### src/rtl/stream_frame_arb_if.sv
`default_nettype none
// ============================================================================
// Module   : stream_frame_arb_if
// Brief    : Multi-source AXI-Stream bundle feeding one shared stream sink.
// Revision : 1.0 - initial release
// ============================================================================
interface stream_frame_arb_if #(
   parameter int NSRC = 4,
   parameter int DW   = 32
);
   logic [NSRC*DW-1:0]   s_tdata;
   logic [NSRC*DW/8-1:0] s_tkeep;
   logic [NSRC-1:0]      s_tlast;
   logic [NSRC-1:0]      s_tvalid;
   logic [NSRC-1:0]      s_tready;

   logic [DW-1:0]        m_tdata;
   logic [DW/8-1:0]      m_tkeep;
   logic                 m_tlast;
   logic                 m_tvalid;
   logic                 m_tready;

   // master = the arbiter, slave = the surrounding sources and sink
   modport master (
      input  s_tdata, s_tkeep, s_tlast, s_tvalid, m_tready,
      output s_tready, m_tdata, m_tkeep, m_tlast, m_tvalid
   );

   modport slave (
      output s_tdata, s_tkeep, s_tlast, s_tvalid, m_tready,
      input  s_tready, m_tdata, m_tkeep, m_tlast, m_tvalid
   );
endinterface
`default_nettype wire

### src/rtl/stream_frame_arb.sv
`default_nettype none
// ============================================================================
// Module   : stream_frame_arb
// Brief    : Frame-locked round-robin arbiter merging NSRC AXI-Stream sources.
// Revision : 1.0 - initial release
// ============================================================================
module stream_frame_arb #(
   parameter int NSRC = 4,
   parameter int DW   = 32,
   parameter int CW   = 16
) (
   input  logic               axi_aclk,
   input  logic               axi_aresetn,
   input  logic [NSRC-1:0]    src_en,
   stream_frame_arb_if.master bus,
   output logic               busy,
   output logic [2:0]         grant_id,
   output logic [NSRC*CW-1:0] frame_cnt
);
   localparam int KW = DW / 8;

   localparam logic [0:0] ST_IDLE = 1'b0;
   localparam logic [0:0] ST_XFER = 1'b1;

   logic [0:0]         r_state;
   logic [0:0]         w_state_nxt;
   logic [2:0]         r_grant_id;
   logic [2:0]         r_last_grant;
   logic [2:0]         w_pick;
   int                 w_best;
   logic [NSRC-1:0]    w_req;
   logic               w_req_any;
   logic               w_accept_last;
   logic [NSRC*CW-1:0] r_frame_cnt;

   assign w_req         = bus.s_tvalid & src_en;
   assign w_req_any     = |w_req;
   assign w_accept_last = (r_state == ST_XFER) & bus.m_tvalid & bus.m_tready & bus.m_tlast;

   // Pick the requester with the smallest circular distance after last_grant
   always_comb begin : p_rr_pick
      w_pick = '0;
      w_best = NSRC;
      for (int c = 0; c < NSRC; c++) begin
         if (w_req[c] && (((c - int'(r_last_grant) - 1 + NSRC) % NSRC) < w_best)) begin
            w_best = (c - int'(r_last_grant) - 1 + NSRC) % NSRC;
            w_pick = 3'(c);
         end
      end
   end

   always_ff @(posedge axi_aclk or negedge axi_aresetn) begin : p_state_reg
      if (!axi_aresetn) begin
         r_state      <= ST_IDLE;
         r_grant_id   <= '0;
         r_last_grant <= 3'(NSRC - 1);
      end else begin
         r_state <= w_state_nxt;
         if ((r_state == ST_IDLE) && w_req_any) begin
            r_grant_id   <= w_pick;
            r_last_grant <= w_pick;
         end
      end
   end

   always_comb begin : p_next_state
      w_state_nxt = r_state;
      case (r_state)
         ST_IDLE: if (w_req_any)     w_state_nxt = ST_XFER;
         ST_XFER: if (w_accept_last) w_state_nxt = ST_IDLE;
         default:                    w_state_nxt = ST_IDLE;
      endcase
   end

   always_comb begin : p_outputs
      bus.m_tdata  = '0;
      bus.m_tkeep  = '0;
      bus.m_tlast  = 1'b0;
      bus.m_tvalid = 1'b0;
      bus.s_tready = '0;
      if (r_state == ST_XFER) begin
         for (int i = 0; i < NSRC; i++) begin
            if (r_grant_id == 3'(i)) begin
               bus.m_tdata     = bus.s_tdata[i*DW +: DW];
               bus.m_tkeep     = bus.s_tkeep[i*KW +: KW];
               bus.m_tlast     = bus.s_tlast[i];
               bus.m_tvalid    = bus.s_tvalid[i];
               bus.s_tready[i] = bus.m_tready;
            end
         end
      end
   end

   // Counters bump on the same edge that takes the tlast beat
   always_ff @(posedge axi_aclk or negedge axi_aresetn) begin : p_frame_cnt
      if (!axi_aresetn) begin
         r_frame_cnt <= '0;
      end else if (w_accept_last) begin
         for (int i = 0; i < NSRC; i++) begin
            if (r_grant_id == 3'(i)) begin
               r_frame_cnt[i*CW +: CW] <= r_frame_cnt[i*CW +: CW] + CW'(1);
            end
         end
      end
   end

   assign busy      = (r_state == ST_XFER);
   assign grant_id  = r_grant_id;
   assign frame_cnt = r_frame_cnt;

endmodule
`default_nettype wire
### src/flat_wrapper.sv
// flat-port wrapper written by rule: the top's interface ports become plain ports
module stream_frame_arb_flat 
#(
   parameter int NSRC = 4,
   parameter int DW   = 32,
   parameter int CW   = 16
)
  (axi_aclk, axi_aresetn, src_en, busy, grant_id, frame_cnt, bus_s_tdata, bus_s_tkeep, bus_s_tlast, bus_s_tvalid, bus_m_tready, bus_s_tready, bus_m_tdata, bus_m_tkeep, bus_m_tlast, bus_m_tvalid);
  stream_frame_arb_if #(.NSRC(NSRC), .DW(DW)) bus_i ();
  input  logic axi_aclk;
  input  logic axi_aresetn;
  input  logic [NSRC-1:0] src_en;
  output logic busy;
  output logic [2:0] grant_id;
  output logic [NSRC*CW-1:0] frame_cnt;
  input wire logic [$bits(bus_i.s_tdata)-1:0] bus_s_tdata;
  input wire logic [$bits(bus_i.s_tkeep)-1:0] bus_s_tkeep;
  input wire logic [$bits(bus_i.s_tlast)-1:0] bus_s_tlast;
  input wire logic [$bits(bus_i.s_tvalid)-1:0] bus_s_tvalid;
  input wire logic [$bits(bus_i.m_tready)-1:0] bus_m_tready;
  output wire logic [$bits(bus_i.s_tready)-1:0] bus_s_tready;
  output wire logic [$bits(bus_i.m_tdata)-1:0] bus_m_tdata;
  output wire logic [$bits(bus_i.m_tkeep)-1:0] bus_m_tkeep;
  output wire logic [$bits(bus_i.m_tlast)-1:0] bus_m_tlast;
  output wire logic [$bits(bus_i.m_tvalid)-1:0] bus_m_tvalid;
  assign bus_i.s_tdata = bus_s_tdata;
  assign bus_i.s_tkeep = bus_s_tkeep;
  assign bus_i.s_tlast = bus_s_tlast;
  assign bus_i.s_tvalid = bus_s_tvalid;
  assign bus_i.m_tready = bus_m_tready;
  assign bus_s_tready = bus_i.s_tready;
  assign bus_m_tdata = bus_i.m_tdata;
  assign bus_m_tkeep = bus_i.m_tkeep;
  assign bus_m_tlast = bus_i.m_tlast;
  assign bus_m_tvalid = bus_i.m_tvalid;
  stream_frame_arb #(.NSRC(NSRC), .DW(DW), .CW(CW)) u_core (.axi_aclk(axi_aclk), .axi_aresetn(axi_aresetn), .src_en(src_en), .bus(bus_i), .busy(busy), .grant_id(grant_id), .frame_cnt(frame_cnt));
endmodule
### config.mk
export PLATFORM = sky130hd
export DESIGN_NAME = stream_frame_arb_flat
export DESIGN_NICKNAME = d
export VERILOG_FILES = /design/src/rtl/stream_frame_arb_if.sv /design/src/rtl/stream_frame_arb.sv /design/src/flat_wrapper.sv
export SDC_FILE = /design/constraint.sdc
export NUM_CORES = 1
export LEC_CHECK = 0
export CAP_MARGIN = 20
export CORE_AREA = 8 8 124 126
export DETAILED_ROUTE_END_ITERATION = 10
export DIE_AREA = 0 0 132 134
export PLACE_DENSITY = 0.77
export SYNTH_ARGS = -nofsm -noshare
export SYNTH_HDL_FRONTEND = slang
export SYNTH_SLANG_ARGS = --single-unit
### constraint.sdc
create_clock -name axi_aclk -period 3.7 [get_ports axi_aclk]
set_input_delay 0.555 -clock axi_aclk [delete_from_list [all_inputs] [get_ports axi_aclk]]
set_output_delay 0.555 -clock axi_aclk [all_outputs]
set_load 0.005 [all_outputs]
# Word level (Yosys, flattened, before mapping)
# Index checks and enable logic that the tools add are counted.
# totals
wordCells	88
ff_bits	71
out_inout_bits	110
in_bits	159
# classes
n_bitwise	9
addsub	16
mux	34
magnitude_cmp	4
eq_ne	3
n_reduce_logical	15
# op_table
operator	n
32-bit two-way mux	8
32-bit by 4-bit adder with 32-bit output, second input constant	4
32-bit by 2-bit subtractor with 32-bit output, second input constant	4
3-bit by 32-bit less-than comparator with 1-bit output	3
16-bit by 1-bit adder with 16-bit output, second input constant	4
4-bit two-way mux	6
1-bit two-way mux	17
2-bit AND reduction	4
2-bit OR reduction	4
1-bit by 3-bit subtractor with 4-bit output, first input constant	2
2-bit by 3-bit subtractor with 4-bit output, first input constant	2
1-bit bitwise AND	7
3-bit by 2-bit == test with 1-bit output, second input constant	2
3-bit two-way mux	2
1-bit logical AND	5
4-bit bitwise AND	1
3-bit by 4-bit less-than comparator with 1-bit output, second input constant	1
4-bit OR reduction	1
3-bit by 1-bit == test with 1-bit output, second input constant	1
3-bit logical NOT	1
1-bit case mux with 2 select lines	1
1-bit inverter	1

# Logic depth before layout (Yosys ltp)
# Gate-level depths: netlist of run 1.
# depth
word_depth	17
ltp_mapped	14
depth_no_buf	14

# Worst setup path after synthesis of run 1
# OpenSTA, ideal clock, no wires.
# synth_path
kind	register to register
from	register u_core.r_last_grant[0]
to	register u_core.r_grant_id[0], in the netlist u_core.grant_id[0]
period_less_slack_ns	3.660
required_ns	3.635
path_slack_ns	0.040
path_buffers	0
setup_time_ns	0.065
t_arrival_ns	3.595
path_stages_with_launch	15
cell_sequence	dfstp_2 > inv_1 > ha_1 > nor2_1 > a32oi_1 > ha_1 > nor2_1 > o31ai_1 > nor2_1 > a21o_1 > ha_1 > a2111oi_0 > or2b_1 > mux2i_1 > a21o_1
# synth_between
elab_chain_len	17
word_cells_on_any_way	34
classes_between	add/sub (12); order compare (4); mux (6); bitwise (4); reduce/logical (8)
# synth_lines
element	line_no	text
start, declared	stream_frame_arb.sv:28	logic [2:0] r_last_grant;
start signal, assigned	stream_frame_arb.sv:56	r_last_grant <= 3'(NSRC - 1);
start signal, assigned	stream_frame_arb.sv:61	r_last_grant <= w_pick;
1-bit by 3-bit subtractor with 4-bit output	stream_frame_arb.sv:45, stream_frame_arb.sv:46	
32-bit by 2-bit subtractor with 32-bit output	stream_frame_arb.sv:45, stream_frame_arb.sv:46	
32-bit by 4-bit adder with 32-bit output	stream_frame_arb.sv:45, stream_frame_arb.sv:46	
2-bit OR reduction (no line)	-	
1-bit bitwise AND (no line)	-	
3-bit by 4-bit less-than comparator with 1-bit output	stream_frame_arb.sv:45	if (w_req[c] && (((c - int'(r_last_grant) - 1 + NSRC) % NSRC) < w_best)) begin
1-bit logical AND	stream_frame_arb.sv:45	
32-bit two-way mux	stream_frame_arb.sv:45	
3-bit by 32-bit less-than comparator with 1-bit output	stream_frame_arb.sv:45	
1-bit logical AND	stream_frame_arb.sv:45	
32-bit two-way mux	stream_frame_arb.sv:45	
3-bit by 32-bit less-than comparator with 1-bit output	stream_frame_arb.sv:45	
1-bit logical AND	stream_frame_arb.sv:45	
32-bit two-way mux	stream_frame_arb.sv:45	
3-bit by 32-bit less-than comparator with 1-bit output	stream_frame_arb.sv:45	
1-bit logical AND	stream_frame_arb.sv:45	
3-bit two-way mux *	stream_frame_arb.sv:45	
end signal, assigned	stream_frame_arb.sv:60	r_grant_id <= w_pick;
end, declared	stream_frame_arb.sv:27	logic [2:0] r_grant_id;
# Mark *: on every way between the ends. The rest lies on a longest branch, timed or not.
# A chain may end at the register's enable or synchronous reset.

# Worst setup path after layout of run 1
# layout_path
from	input port bus_s_tvalid[0]
to	register u_core.r_last_grant[1]
# layout_between
elab_chain_len	12
word_cells_on_any_way	15
classes_between	order compare (3); mux (5); bitwise (1); reduce/logical (6)
# layout_lines
element	line_no	text
start, declared	flat_wrapper.sv:19	input wire logic [$bits(bus_i.s_tvalid)-1:0] bus_s_tvalid;
4-bit bitwise AND *	stream_frame_arb.sv:36	assign w_req = bus.s_tvalid & src_en;
1-bit logical AND	stream_frame_arb.sv:45	
32-bit two-way mux	stream_frame_arb.sv:45	
3-bit by 32-bit less-than comparator with 1-bit output	stream_frame_arb.sv:45	
1-bit logical AND	stream_frame_arb.sv:45	
32-bit two-way mux	stream_frame_arb.sv:45	
3-bit by 32-bit less-than comparator with 1-bit output	stream_frame_arb.sv:45	
1-bit logical AND	stream_frame_arb.sv:45	
32-bit two-way mux	stream_frame_arb.sv:45	
3-bit by 32-bit less-than comparator with 1-bit output	stream_frame_arb.sv:45	
1-bit logical AND	stream_frame_arb.sv:45	
3-bit two-way mux	stream_frame_arb.sv:45	
# Marks and branches as above.

==> impl_summary.txt, run 1 <==
----------------------------------------------------
[Global routing]
  Total global routing track utilization ... 19.5%
  Overflow left after global routing ... 0
  Via count of the first global-routing pass ... 4817
  Number of antenna violations at the first check in global routing ... 2
  Wire length of the first global-routing pass ... 27.0 mm
  Largest net degree at the start of global routing ... 49

[Worst setup path]
  Max FO, Critical Path ... 5
  Data arrival time of the critical path ... 3.77 ns
  Worst reg2reg path endpoint ... u_core.r_last_grant[1]
  Launching element of the worst setup path ... bus_s_tvalid[0]
  Startpoint of the worst register-to-register path ... u_core.r_last_grant[0]
  Required @ worst endpoint ... 3.98 ns
  Startpoint kind of the worst setup timing path ... input port
  Flop2flop setup slack ... 0.21 ns
  Length in cells of the worst reg-to-reg path ... 15
  CP Capture Type ... register
  Critical path capture point ... u_core.r_last_grant[1]
  Critical path start-end classification ... input port to register

[Power and ir drop]
  Relative contribution of sequential cells to total power ... 25.5%
  Worst-case vdd ir drop ... 232 uV
  Sw Ratio ... 33.5%
  Clock power share ... 20.2%
  Combinational Power Share ... 54.3%
  Switching component of the power ... 1.41 mW
  Internal power ... 2.79 mW
  Overall power ... 4.20 mW
  Pleak ... 3.12 nW
  Total power density per cell area ... 537 nW/um^2

[Worst hold path]
  Classification of the worst-slack hold path ... input port to asynchronous set/reset pin

[Clocking]
  Clock sink total ... 69
  CTS tree ... yes
  Later-pin clock latency in the skew report ... 0.34 ns
  Num CTS Buffers ... 9
  Deepest level of the CTS H-tree ... 3
  Post-CTS Hold Buffers ... 0
  Root buffer selected by CTS ... sky130_fd_sc_hd__clkbuf_16
  Clk slew on worst S/H paths ... 0.05 ns
  Largest buffer count on any clock path ... 2

[Die]
  Die area ... 17700 um^2
  DIE HEIGHT ... 134 um
  Die X-Extent ... 132 um
  Core region area ... 13500 um^2
  Initial Util ... 33.9%
  I/O Pins ... 269
  # rows ... 43

[Status]
  Run status ... completed

[Route]
  Vias post-DR ... 4377
  Number of detailed-routing iterations run before antenna repair ... 5
  Total wirelength of the detailed-routed design ... 17.4 mm
  Vias/cell ... 5.13
  Wire length on met1 ... 6.02 mm
  # DRC ... 0
  Met2 routed WL ... 9.04 mm
  Post-DRT Antenna Nets ... 0
  Met3 wire len ... 1.94 mm
  Highest metal layer with signal wires ... met5
  Post-detailed-route wirelength per cell ... 20.3 um
  Iteration-0 DRC count of the detailed router ... 159

[Timing]
  Portion of the clock cycle consumed by the worst path in the final layout ... 94.5%
  Final worst setup slack ... 0.204 ns
  Slew HR ... 50.2%
  Worst Max-Slew Pin Slew ... 0.747 ns
  Hold Worst Slack ... 0.201 ns
  Maximum clock frequency ... 0.286 GHz
  Final critical-path required period ... 3.50 ns
  Final setup viols ... 0
  Clock Skew ... 0.00793 ns
  Final count of hold timing violations ... 0
  Number of pins exceeding their max-slew limit in the final report ... 0

[Placed design]
  Minimum setup slack after placement ... -0.241 ns
  Post-DP HPWL ... 14.5 mm
  Final weighted congestion in routability-driven placement ... 0.917
  Port buffer count ... 267

[Final layout]
  Number of fill cells ... 1117
  Share of cells above drive strength 1 ... 13.5%
  Area overhead of the layout relative to synthesis ... 71.2%
  Number of nets at the end of the flow ... 840
  Highest-count cells in the layout ignoring fill and taps ... sky130_fd_sc_hd__clkdlybuf4s50_1 (266), sky130_fd_sc_hd__dfrtp_1 (65), sky130_fd_sc_hd__xnor2_1 (52)
  Most frequent standard cell in the layout excluding fill and tap cells ... sky130_fd_sc_hd__clkdlybuf4s50_1

[Synthesis]
  Largest area contributor in the netlist ... sky130_fd_sc_hd__dfrtp_1
  Sequential share of the synthesized area ... 37.8%
  Synth unique cells ... 49
  Cell area after synthesis ... 4570 um^2
  Syn Nets ... 568
  Cells after Synth ... 397
  Number of register bits inferred by synthesis ... 69
  Ys Warns ... 0
  Area share of the largest cell type after synthesis ... 36.7%
  Largest cells by area after synthesis ... sky130_fd_sc_hd__dfrtp_1 (37%), sky130_fd_sc_hd__mux4_2 (18%), sky130_fd_sc_hd__xnor2_1 (10%)
  Synthesized area per cell ... 11.5 um^2

[Job]
  Max-capacitance violation count ... 0

----------------------------------------------------
==> synthesized netlist by cell type (all sizes together) <==
cell type / number
a32oi: 1
a21o: 5
and3: 10
and2: 39
o31ai: 1
mux2: 6
inv: 5
clkbuf: 6
nand2: 34
xor2: 9
o22ai: 1
a2111oi: 1
dfstp: 2
o21ai: 6
conb: 2
buf: 13
nand2b: 2
nor3: 7
nand4: 18
dfrtp: 67
mux2i: 2
or3b: 1
ha: 12
mux4: 36
nand3: 21
o2111a: 1
and3b: 2
or2: 1
and4b: 2
nor4b: 1
nor2: 12
a21oi: 3
a211oi: 3
or2b: 1
and4: 8
xnor2: 52
and4bb: 1
nor3b: 1
nor4: 2
==> worst min-delay path by stage <==
stage                                       to  slack (ns)
after global placement    u_core.frame_cnt[63]        0.46
after detailed placement  u_core.frame_cnt[63]        0.47
after CTS                 u_core.frame_cnt[23]        0.47
after global routing      u_core.frame_cnt[24]        0.24
after floorplan                    u_core.busy        0.26
final                     u_core.frame_cnt[22]        0.20
==> repair_timing <==
item / 4_1_cts / 5_1_grt
setup buffers: 0 / 4
cloned: 0 / 0
pin swaps: 0 / 3
gates resized for setup: 4 / 6
endpoints found under the setup margin: 4 / 4
==> per-stage QoR <==
step / area [um^2] / instances / TNS [ns] / utilization [%]
6_report: 7830 / 854 / 0 / 58.0
5_1_grt: 7830 / 854 / -0.0370 / 58.0
4_1_cts: 7740 / 848 / 0 / 57.3
3_5_place_dp: 7430 / 833 / -0.938 / 55.0
3_3_place_gp: 7430 / 833 / -0.180 / 55.0
2_1_floorplan: 4570 / 397 / 0 / -
==> cells by family (layout without fill, tap and decap cells) <==
logic type | Yosys count | after routing | synth area share [%]
flops | 69 | 69 | 37.8
compound gates | 22 | 22 | 3.80
simple gates | 163 | 163 | 20.7
xor+xnor | 61 | 61 | 11.7
mux | 44 | 44 | 19.7
buf+inv | 24 | 300 | 2.76
fa+ha+maj | 12 | 12 | 3.28
other cells | 2 | 3 | 0.164
==> registers in the layout, summed over array words and instances, names as in the netlist <==
name,flops
u_core.frame_cnt,64
u_core.busy,1
u_core.r_last_grant,2
u_core.grant_id,2
==> final cells by class <==
class                   count  area, um^2  share of cell area, %
diodes                      1        2.50                 0.0320
clock buffers              11         243                   3.10
clock inverters             4        48.8                  0.624
inverters                   5        18.8                  0.240
multi-input cells         304        2770                   35.3
flip-flops and latches     69        1730                   22.1
well taps                 180         225                   2.88
repair buffers            280        2790                   35.7
==> power by group through the flow <==
stage,combinational (mW),clock [mW],sequential [mW]
floorplan,1.19,0,0.954
global placement,2.15,0,1.09
detailed placement,2.19,0,1.10
CTS,2.23,0.862,1.09
global route,2.48,0.894,1.10
finish,2.28,0.847,1.07
==> critical path, cell delays in order <==
cell,delay [ns]
sky130_fd_sc_hd__clkdlybuf4s50_1,0.51
sky130_fd_sc_hd__and2_1,0.25
sky130_fd_sc_hd__nand2_1,0.09
sky130_fd_sc_hd__o21ai_0,0.12
sky130_fd_sc_hd__a32oi_2,0.11
sky130_fd_sc_hd__ha_2,0.33
sky130_fd_sc_hd__nor2_1,0.04
sky130_fd_sc_hd__o31ai_2,0.30
sky130_fd_sc_hd__nor2_1,0.08
sky130_fd_sc_hd__a21o_1,0.16
sky130_fd_sc_hd__ha_1,0.31
sky130_fd_sc_hd__a2111oi_4,0.36
sky130_fd_sc_hd__buf_4,0.16
sky130_fd_sc_hd__a21oi_1,0.05
sky130_fd_sc_hd__mux2i_1,0.22
sky130_fd_sc_hd__a21o_1,0.12
==> per-layer routing <==
metal	up-vias	GRT usage (%)
li1	2002	-
met1	2160	19.0
met2	181	35.1
met3	32	9.99
met4	2	5.93
met5	-	0
No activity file was read; power rests on OpenSTA's default activity.
==> run 2, diff against run 1 <==
--- a/config.mk
+++ b/config.mk
@@ -6,10 +6,10 @@
 export NUM_CORES = 1
 export LEC_CHECK = 0
 export CAP_MARGIN = 20
-export CORE_AREA = 8 8 124 126
+export CORE_AREA = 8 8 118 120
 export DETAILED_ROUTE_END_ITERATION = 10
-export DIE_AREA = 0 0 132 134
-export PLACE_DENSITY = 0.77
+export DIE_AREA = 0 0 126 128
+export PLACE_DENSITY = 0.81
 export SYNTH_ARGS = -nofsm -noshare
 export SYNTH_HDL_FRONTEND = slang
 export SYNTH_SLANG_ARGS = --single-unit
==> constraint.sdc (replaced) <==
create_clock -name axi_aclk -period 3.86 [get_ports axi_aclk]
set_input_delay 0.579 -clock axi_aclk [delete_from_list [all_inputs] [get_ports axi_aclk]]
set_output_delay 0.579 -clock axi_aclk [all_outputs]
set_load 0.005 [all_outputs]
==> impl_summary.txt, run 2 (synthesis results as in run 1) <==
----------------------------------------------------
[Status]
  Run status ... completed (unchanged)

[Clocking]
  Num CTS Buffers ... 9 (unchanged)
  Later-pin clock latency in the skew report ... 0.32 ns (was 0.34 ns)
  Deepest level of the CTS H-tree ... 3 (unchanged)
  Largest buffer count on any clock path ... 2 (unchanged)
  Root buffer selected by CTS ... sky130_fd_sc_hd__clkbuf_16 (unchanged)
  CTS tree ... yes (unchanged)
  Clock sink total ... 69 (unchanged)
  Clk slew on worst S/H paths ... 0.06 ns (was 0.05 ns)

[Job]
  Max-capacitance violation count ... 0 (unchanged)

[Placed design]
  Post-DP HPWL ... 14.9 mm (was 14.5 mm)
  DP Area ... 7420 um^2 (was 7430 um^2)
  Final weighted congestion in routability-driven placement ... 0.854 (was 0.917)
  Port buffer count ... 267 (unchanged)

[Final layout]
  Highest-count cells in the layout ignoring fill and taps ... sky130_fd_sc_hd__clkdlybuf4s50_1 (266), sky130_fd_sc_hd__dfrtp_1 (65), sky130_fd_sc_hd__xnor2_1 (52) (unchanged)
  Area overhead of the layout relative to synthesis ... 69.7% (was 71.2%)
  Share of cells above drive strength 1 ... 13.9% (was 13.5%)
  Flip-flop count of the largest register after layout ... 64 (unchanged)
  Number of fill cells ... 982 (was 1117)
  Number of nets at the end of the flow ... 841 (was 840)
  Final standard cell utilization of the core ... 63.6% (was 58.0%)
  Final std cell area, no fill ... 7760 um^2 (was 7830 um^2)
  Most frequent standard cell in the layout excluding fill and tap cells ... sky130_fd_sc_hd__clkdlybuf4s50_1 (unchanged)

[Power and ir drop]
  Total power density per cell area ... 504 nW/um^2 (was 537 nW/um^2)
  Pleak ... 3.10 nW (was 3.12 nW)
  Worst-case vdd ir drop ... 319 uV (was 232 uV)
  Overall power ... 3.91 mW (was 4.20 mW)

[Die]
  Die area ... 16100 um^2 (was 17700 um^2)
  I/O Pins ... 269 (unchanged)
  Die X-Extent ... 126 um (was 132 um)
  Core region area ... 12200 um^2 (was 13500 um^2)
  # rows ... 41 (was 43)
  Initial Util ... 37.4% (was 33.9%)
  DIE HEIGHT ... 128 um (was 134 um)

[Timing]
  Final setup viols ... 0 (unchanged)
  Final critical-path required period ... 3.69 ns
  Number of pins exceeding their max-slew limit in the final report ... 0 (unchanged)
  Worst Max-Slew Pin Slew ... 0.655 ns (was 0.747 ns)
  Final count of hold timing violations ... 0 (unchanged)
  Portion of the clock cycle consumed by the worst path in the final layout ... 95.6%
  RSZ-0062 raised after global routing ... no
  Slew HR ... 56.3% (was 50.2%)
  Maximum clock frequency ... 0.271 GHz
  Clock Skew ... 0.00529 ns (was 0.00793 ns)

[Worst setup path]
  Critical path start-end classification ... register to register (was input port to register)
  Max FO, Critical Path ... 5 (unchanged)
  CP Capture Type ... register (unchanged)
  Data arrival time of the critical path ... 3.95 ns (was 3.77 ns)
  Length in cells of the worst reg-to-reg path ... 15 (unchanged)
  Required @ worst endpoint ... 4.12 ns (was 3.98 ns)
  Startpoint kind of the worst setup timing path ... register (was input port)

[Worst hold path]
  Classification of the worst-slack hold path ... input port to asynchronous set/reset pin (unchanged)

[Global routing]
  Largest net degree at the start of global routing ... 45 (was 49)
  Wire length of the first global-routing pass ... 27.3 mm (was 27.0 mm)
  Number of antenna violations at the first check in global routing ... 7 (was 2)
  Total global routing track utilization ... 22.0% (was 19.5%)
  Via count of the first global-routing pass ... 4776 (was 4817)
  Overflow left after global routing ... 0 (unchanged)

[Route]
  Post-DRT Antenna Nets ... 0 (unchanged)
  Total wirelength of the detailed-routed design ... 17.9 mm (was 17.4 mm)
  Number of detailed-routing iterations run before antenna repair ... 4 (was 5)
  Vias/cell ... 5.23 (was 5.13)
  # DRC ... 0 (unchanged)
  Post-detailed-route wirelength per cell ... 21.5 um (was 20.3 um)
  Iteration-0 DRC count of the detailed router ... 196 (was 159)
  Vias post-DR ... 4349 (was 4377)

----------------------------------------------------
-- run 2: cell types whose count changed in the layout (fill, tap and decap cells not counted), sizes merged --
cell	change
buf	+1
bufinv	-1
clkinv	+2
diode	+5
clkbuf	-1
clkinvlp	+1
-- run 2: what timing repair did --
item	CTS	global route
setup buffers	0	3
setup endpoints to repair	0	4
hold buffers	0	0
resized for setup	0	9
-- run 2: area by class of cell --
class,count,area [um^2],share of cell area (%)
Timing Repair Buffer,281,2790,35.9
Antenna cell,6,15.0,0.193
Clock buffer,10,229,2.95
Clock inverter,6,40.0,0.516
Tap cell,150,188,2.42
Inverter,5,18.8,0.242
Sequential cell,69,1730,22.3
Multi-Input combinational cell,304,2750,35.5
-- run 2: stage by stage --
step           instances  setup TNS, ns  hold slack, ns  setup WS, ns
2_1_floorplan        397              0           0.283         0.200
3_3_place_gp         806        -0.0312           0.460       -0.0193
3_5_place_dp         806        -0.0812           0.466       -0.0430
4_1_cts              822              0           0.262         0.134
5_1_grt              831              0           0.286        0.0119
6_report             831              0           0.251         0.168
-- run 2: final timing paths --
path,from,slack [ns],to
min reg2reg,u_core.frame_cnt[47],0.47,u_core.frame_cnt[47]
min,axi_aresetn,0.25,u_core.frame_cnt[56]
max reg2reg,u_core.r_last_grant[0],0.17,u_core.grant_id[0]
max in group asynchronous,axi_aresetn,2.63,u_core.frame_cnt[35]
min in group axi_aclk,u_core.frame_cnt[47],0.47,u_core.frame_cnt[47]
max,u_core.r_last_grant[0],0.17,u_core.grant_id[0]
-- run 2: layer usage --
| layer | global-route usage, % | routed length (um) |
|---|---|---|
| met1 | 21.5 | 6010 |
| met2 | 39.7 | 9420 |
| met3 | 8.53 | 1730 |
| met4 | 11.1 | 695 |
| met5 | 0 | 9 |
-- run 2: power by group --
part           total, mW  switching [mW]  internal [mW]
Sequential          1.03           0.218          0.813
Clock              0.737           0.304          0.433
Combinational       2.14           0.810           1.33
Total               3.91            1.33           2.58
-- run 2: worst max-delay path, cell delays in order, from the launching register on --
cell and delay (ns):
sky130_fd_sc_hd__dfstp_2 0.58, sky130_fd_sc_hd__buf_4 0.14, sky130_fd_sc_hd__ha_1 0.15, sky130_fd_sc_hd__nor3b_2 0.06, sky130_fd_sc_hd__ha_1 0.28, sky130_fd_sc_hd__or3b_2 0.44, sky130_fd_sc_hd__a21oi_1 0.18, sky130_fd_sc_hd__o31ai_2 0.10
sky130_fd_sc_hd__buf_4 0.14, sky130_fd_sc_hd__a21o_1 0.17, sky130_fd_sc_hd__ha_1 0.28, sky130_fd_sc_hd__a2111oi_1 0.39, sky130_fd_sc_hd__buf_4 0.18, sky130_fd_sc_hd__or2b_1 0.23, sky130_fd_sc_hd__mux2i_2 0.17, sky130_fd_sc_hd__a21o_1 0.11
